==> config.mk <==
export PLATFORM = sky130hd
export DESIGN_NAME = lsu_store_queue
export DESIGN_NICKNAME = d
export VERILOG_FILES = /design/src/rtl/lsu_store_queue.sv
export SDC_FILE = /design/constraint.sdc
export NUM_CORES = 1
export LEC_CHECK = 0
export ABC_AREA = 1
export ABC_CLOCK_PERIOD_IN_PS = 9400
export CAP_MARGIN = 20
export CORE_MARGIN = 2
export CORE_UTILIZATION = 50
export CTS_BUF_LIST = sky130_fd_sc_hd__clkbuf_4 sky130_fd_sc_hd__clkbuf_8 sky130_fd_sc_hd__clkbuf_16
export DETAILED_ROUTE_END_ITERATION = 8
export PLACE_DENSITY = 0.75
export SYNTH_ARGS = -nofsm -noshare
export SYNTH_HDL_FRONTEND = slang
export SYNTH_SLANG_ARGS = --single-unit
==> constraint.sdc <==
create_clock -name clk_i -period 9.4 [get_ports clk_i]
set_input_delay 1.41 -clock clk_i [delete_from_list [all_inputs] [get_ports clk_i]]
set_output_delay 1.41 -clock clk_i [all_outputs]
set_load 0.005 [all_outputs]
==> src/rtl/lsu_store_queue.sv <==
// lsu_store_queue: speculative + committed store queues with a two-state memory drain FSM.
// Optional commit-time merging of same-doubleword stores is enabled by LSU_STQ_MERGE_EN.
module lsu_store_queue #(
  parameter int XLEN          = 64,
  parameter int PLEN          = 56,
  parameter int SPEC_DEPTH    = 4,
  parameter int COMMIT_DEPTH  = 8,
  parameter int TRANS_ID_BITS = 3
) (
  input  logic                     clk_i,
  input  logic                     rst_ni,
  input  logic                     flush_i,
  input  logic                     valid_i,
  input  logic [PLEN-1:0]          paddr_i,
  input  logic [XLEN-1:0]          data_i,
  input  logic [XLEN/8-1:0]        be_i,
  input  logic [TRANS_ID_BITS-1:0] trans_id_i,
  output logic                     ready_o,
  input  logic                     commit_i,
  output logic                     commit_ready_o,
  input  logic [11:0]              page_offset_i,
  output logic                     page_offset_matches_o,
  output logic                     no_st_pending_o,
  output logic                     empty_o,
  output logic                     mem_req_o,
  input  logic                     mem_gnt_i,
  output logic [PLEN-1:0]          mem_addr_o,
  output logic [XLEN-1:0]          mem_data_o,
  output logic [XLEN/8-1:0]        mem_be_o
);
  localparam int SB = $clog2(SPEC_DEPTH);
  localparam int CB = $clog2(COMMIT_DEPTH);
  localparam int BW = XLEN / 8;
  typedef enum logic {IDLE, REQ} state_e;
  state_e          state_q;
  logic [PLEN-1:0] spec_addr_q [SPEC_DEPTH];
  logic [XLEN-1:0] spec_data_q [SPEC_DEPTH];
  logic [BW-1:0]   spec_be_q   [SPEC_DEPTH];
  logic [PLEN-1:0] cmt_addr_q  [COMMIT_DEPTH];
  logic [XLEN-1:0] cmt_data_q  [COMMIT_DEPTH];
  logic [BW-1:0]   cmt_be_q    [COMMIT_DEPTH];
  logic [SB-1:0]   spec_rd_q, spec_wr_q;
  logic [SB:0]     spec_cnt_q, spec_cnt_d;
  logic [CB-1:0]   cmt_rd_q, cmt_wr_q;
  logic [CB:0]     cmt_cnt_q, cmt_cnt_d;
  logic            do_push, do_commit, do_merge, do_alloc, do_pop;
  logic            unused_ok;
  assign unused_ok       = ^{trans_id_i, page_offset_i[2:0]};
  assign ready_o         = spec_cnt_q < (SB+1)'(SPEC_DEPTH);
  assign commit_ready_o  = cmt_cnt_q < (CB+1)'(COMMIT_DEPTH);
  assign no_st_pending_o = cmt_cnt_q == '0;
  assign empty_o         = spec_cnt_q == '0 && cmt_cnt_q == '0;
  assign mem_req_o       = state_q == REQ;
  assign mem_addr_o      = cmt_addr_q[cmt_rd_q];
  assign mem_data_o      = cmt_data_q[cmt_rd_q];
  assign mem_be_o        = cmt_be_q[cmt_rd_q];
  assign do_commit       = commit_i && commit_ready_o && spec_cnt_q != '0;
  assign do_push         = valid_i && ready_o && !flush_i;
  assign do_pop          = state_q == REQ && mem_gnt_i;
`ifdef LSU_STQ_MERGE_EN
  logic [CB-1:0] cmt_tail;
  assign cmt_tail = cmt_wr_q - CB'(1);
  // The head is frozen while presented to memory, so it must never absorb a merge.
  assign do_merge = do_commit && cmt_cnt_q != '0 && !(state_q == REQ && cmt_tail == cmt_rd_q) &&
                    cmt_addr_q[cmt_tail][PLEN-1:3] == spec_addr_q[spec_rd_q][PLEN-1:3];
`else
  assign do_merge = 1'b0;
`endif
  assign do_alloc   = do_commit && !do_merge;
  assign spec_cnt_d = flush_i ? '0 : spec_cnt_q + (SB+1)'(do_push) - (SB+1)'(do_commit);
  assign cmt_cnt_d  = cmt_cnt_q + (CB+1)'(do_alloc) - (CB+1)'(do_pop);
  always_comb begin
    page_offset_matches_o = 1'b0;
    for (int i = 0; i < SPEC_DEPTH; i++)
      if ({1'b0, SB'(SB'(i) - spec_rd_q)} < spec_cnt_q && spec_addr_q[i][11:3] == page_offset_i[11:3])
        page_offset_matches_o = 1'b1;
    for (int i = 0; i < COMMIT_DEPTH; i++)
      if ({1'b0, CB'(CB'(i) - cmt_rd_q)} < cmt_cnt_q && cmt_addr_q[i][11:3] == page_offset_i[11:3])
        page_offset_matches_o = 1'b1;
  end
  always_ff @(posedge clk_i or negedge rst_ni) begin
    if (!rst_ni) begin
      spec_rd_q  <= '0;
      spec_wr_q  <= '0;
      spec_cnt_q <= '0;
      cmt_rd_q   <= '0;
      cmt_wr_q   <= '0;
      cmt_cnt_q  <= '0;
      state_q    <= IDLE;
    end else begin
      spec_cnt_q <= spec_cnt_d;
      cmt_cnt_q  <= cmt_cnt_d;
      spec_rd_q  <= spec_rd_q + SB'(do_commit);
      spec_wr_q  <= flush_i ? spec_rd_q + SB'(do_commit) : spec_wr_q + SB'(do_push);
      cmt_rd_q   <= cmt_rd_q + CB'(do_pop);
      cmt_wr_q   <= cmt_wr_q + CB'(do_alloc);
      state_q    <= ((state_q == REQ && !mem_gnt_i) || cmt_cnt_d != '0) ? REQ : IDLE;
    end
  end
  always_ff @(posedge clk_i) begin
    if (do_push) begin
      spec_addr_q[spec_wr_q] <= paddr_i;
      spec_data_q[spec_wr_q] <= data_i;
      spec_be_q[spec_wr_q]   <= be_i;
    end
    if (do_alloc) begin
      cmt_addr_q[cmt_wr_q] <= spec_addr_q[spec_rd_q];
      cmt_data_q[cmt_wr_q] <= spec_data_q[spec_rd_q];
      cmt_be_q[cmt_wr_q]   <= spec_be_q[spec_rd_q];
    end
`ifdef LSU_STQ_MERGE_EN
    if (do_merge) begin
      cmt_be_q[cmt_tail] <= cmt_be_q[cmt_tail] | spec_be_q[spec_rd_q];
      for (int b = 0; b < BW; b++)
        if (spec_be_q[spec_rd_q][b]) cmt_data_q[cmt_tail][8*b +: 8] <= spec_data_q[spec_rd_q][8*b +: 8];
    end
`endif
  end
endmodule

==> run summary <==
status: completed
initial drt markers: 3,544
Cell variety after synth: 37
crit path max fanout: 97
r2r setup slk: 5.79 ns
worst skew pair latency: 0.76 ns
via count: 35,724
combinational share of power: 0.315
most frequent cells in the layout: edfxtp_1 (1,536), nor2_1 (666), o21ai_0 (449)
placed cell area: 0.0644 mm²
first-pass GRT wire length: 216 mm
Via density: 5.77
Max Slew Vio Count: 0
wire length per cell: 23.5 µm
FF-to-FF path depth: 5
Synth Register Bits: 1,554
CTS tree: done
period utilization: 0.665
Max-Cap Viols: 0
syn nets: 4,400
Synth Cell Area: 0.0603 mm²
switching power: 7720 µW
clk root buf: clkbuf_16
Worst Hold Class: flip-flop to flip-flop
Reg power frac: 0.412
Fmax: 160 MHz
Setup Viol. Count Final: 0
Post-Place Worst Slack: 3.92 ns
max_slew headroom: 0.142
GR Overflow Total: 0
CTS max path bufs: 3
die area: 0.123 mm²
Detail Placement HPWL: 75.6 mm
number of port buffers: 276
Critical R2R Capture: cmt_data_q[6][29]
RSZ-0062 raised after global routing: no
Worst Path Arrival: 4.84 ns
final hold viol count: 0
Critical Path RT: 7.99 ns
Worst VDD drop: 0.000274 V
clock skew: 0.0432 ns
GPL Wtd Cong: 0.871
Leak: 0.0229 µW
Seq/Total Area, Yosys: 0.773
initial antenna violation count: 11
CP startpoint kind: flip-flop
Yosys warning count: 0
Final Instance Area: 0.0696 mm²
crit path to: mem_data_o[9]
Clk network pwr share: 0.272
PostCTS Resize Cnt: 0
antenna-violating nets left: 0
WL final: 146 mm
largest net degree at the start of global routing: 233
clock slew at the register clock pins of the worst setup and hold paths: 0.06 ns
Final Critical Period: 6.25 ns
# clock sinks: 1,554
most common cell after layout, fill and taps aside: edfxtp_1
setup repair bufs after CTS: 0
critical path type: flip-flop to output pin
vias in the first global route: 35,392
internal power: 15,200 µW
Worst-Margin Slew: 1.29 ns
Core Box Area: 0.120 mm²
Starting Density: 0.503
Power, Total: 22,900 µW
reg-to-reg startpoint: spec_rd_q[1]
Worst Hold Slack: 0.515 ns
layout cells sized above 1: 0.0721
gr usage total: 0.235
H-tree depth: 4
Post-route DRC: 0
I/O pin total: 283
DRT Pass-1 Iters: 5
nets: 4,637
worst setup margin: 3.15 ns
FILL cells: 8,963
die extent in x: 351 µm
Critical Path End Type: output pin
Num CTS Buffers: 154
area added between synthesis and finish: 15.5%
post-synthesis cell count: 4,218
CP Launch Point: cmt_rd_q[0]
chip height: 351 µm
Mean Syn Cell Area: 14.3 µm²
Site Rows: 127
switching fraction of total power: 0.337
cts hold-fix bufs: 0
P per Cell Area: 329 mW/mm²
[power groups by stage]
stage,Sequential [µW],Clock (µW),Combinational (µW)
floorplan,9550,0,4110
detailed placement,9600,0,7260
global route,9500,6580,7930
global placement,9570,0,7090
finish,9460,6240,7230
CTS,9450,6310,7310
[flip-flops by register name, summed over array words and instances, names as in the netlist, 2 cells and up]
name	count
cmt_addr_q	448
cmt_be_q	64
cmt_cnt_q	4
cmt_data_q	512
cmt_rd_q	3
cmt_wr_q	3
spec_addr_q	224
spec_be_q	32
spec_cnt_q	3
spec_data_q	256
spec_rd_q	2
spec_wr_q	2
[final cells by class]
cell class              instances  area (µm²)  share of cell area
inverters                     101         410             0.00589
multi-input cells            2315       12200               0.175
clock inverters                88         942              0.0135
diodes                          2        5.00           0.0000719
well taps                    1612        2020              0.0290
clock buffers                 193        4250              0.0611
repair buffers                329        3260              0.0469
flip-flops and latches       1554       46600               0.669
[through the flow]
step | util | TNS, ns | instances
floorplan | - | -858.19 | 4218
global placement | 0.538 | 0 | 5909
detailed placement | 0.538 | 0 | 5910
CTS | 0.581 | 0 | 6191
global route | 0.581 | 0 | 6192
finish | 0.581 | 0 | 6194
[worst min path at each step]
stage / startpoint / end / slack [ns] / cells after the start
floorplan: cmt_wr_q[2] / cmt_wr_q[2] / 0.48 / 1
global placement: cmt_wr_q[0] / cmt_wr_q[0] / 0.50 / 1
detailed placement: cmt_wr_q[2] / cmt_wr_q[2] / 0.50 / 1
CTS: cmt_wr_q[2] / cmt_wr_q[2] / 0.51 / 1
global route: cmt_wr_q[2] / cmt_wr_q[2] / 0.56 / 1
finish: cmt_wr_q[2] / cmt_wr_q[2] / 0.51 / 1
[cells by family after synthesis]
family / count (synthesis) / synth area share
AOI/OAI and AO/OA: 923 / 0.0958
buffers and inverters: 349 / 0.0274
adders and majority gates: 33 / 0.00710
and+or+nand+nor: 1290 / 0.0867
DFF: 1554 / 0.773
muxes: 1 / 0.000187
xor gates and xnor gates: 68 / 0.00988
[Yosys cell counts]
library cell / count / area share
a211oi_1: 1 / 0.00012
a21boi_0: 2 / 0.00025
a21oi_1: 14 / 0.0012
a22oi_1: 130 / 0.016
a31oi_1: 1 / 0.00010
buf_1: 13 / 0.00081
buf_12: 1 / 0.00033
buf_2: 127 / 0.011
buf_4: 6 / 0.00075
buf_6: 19 / 0.0036
clkbuf_1: 82 / 0.0051
clkinv_1: 1 / 0.000062
dfrtp_1: 18 / 0.0075
edfxtp_1: 1536 / 0.77
fa_1: 2 / 0.00066
ha_1: 31 / 0.0064
inv_1: 93 / 0.0058
inv_2: 6 / 0.00037
inv_4: 1 / 0.00010
mux2_2: 1 / 0.00019
nand2_1: 322 / 0.020
nand2_2: 1 / 0.00010
nand3_1: 267 / 0.022
nand4_1: 8 / 0.00083
nor2_1: 677 / 0.042
nor2_2: 1 / 0.00010
nor3_1: 8 / 0.00066
nor4_1: 2 / 0.00021
o2111ai_1: 127 / 0.018
o211ai_1: 15 / 0.0019
o21a_1: 121 / 0.015
o21ai_0: 449 / 0.037
o21ai_1: 62 / 0.0051
o221ai_1: 1 / 0.00015
or2_2: 4 / 0.00042
xnor2_1: 55 / 0.0080
xor2_1: 13 / 0.0019
[per-layer routing]
metal,vias up,GRT usage,share of wire
li1,16181,-,-
met1,17743,0.304,0.40
met2,1482,0.403,0.50
met3,300,0.0465,0.077
met4,18,0.0722,0.026
met5,-,0,0.00082
[worst max-delay path: stages, from the launching register on]
cell             delay [ns]
dfrtp_4                0.97
buf_4                  0.83
buf_4                  0.90
o21ai_0                0.21
o2111ai_1              0.43
clkdlybuf4s50_1        0.60
Note: power is estimated with default switching activity, not from simulation.
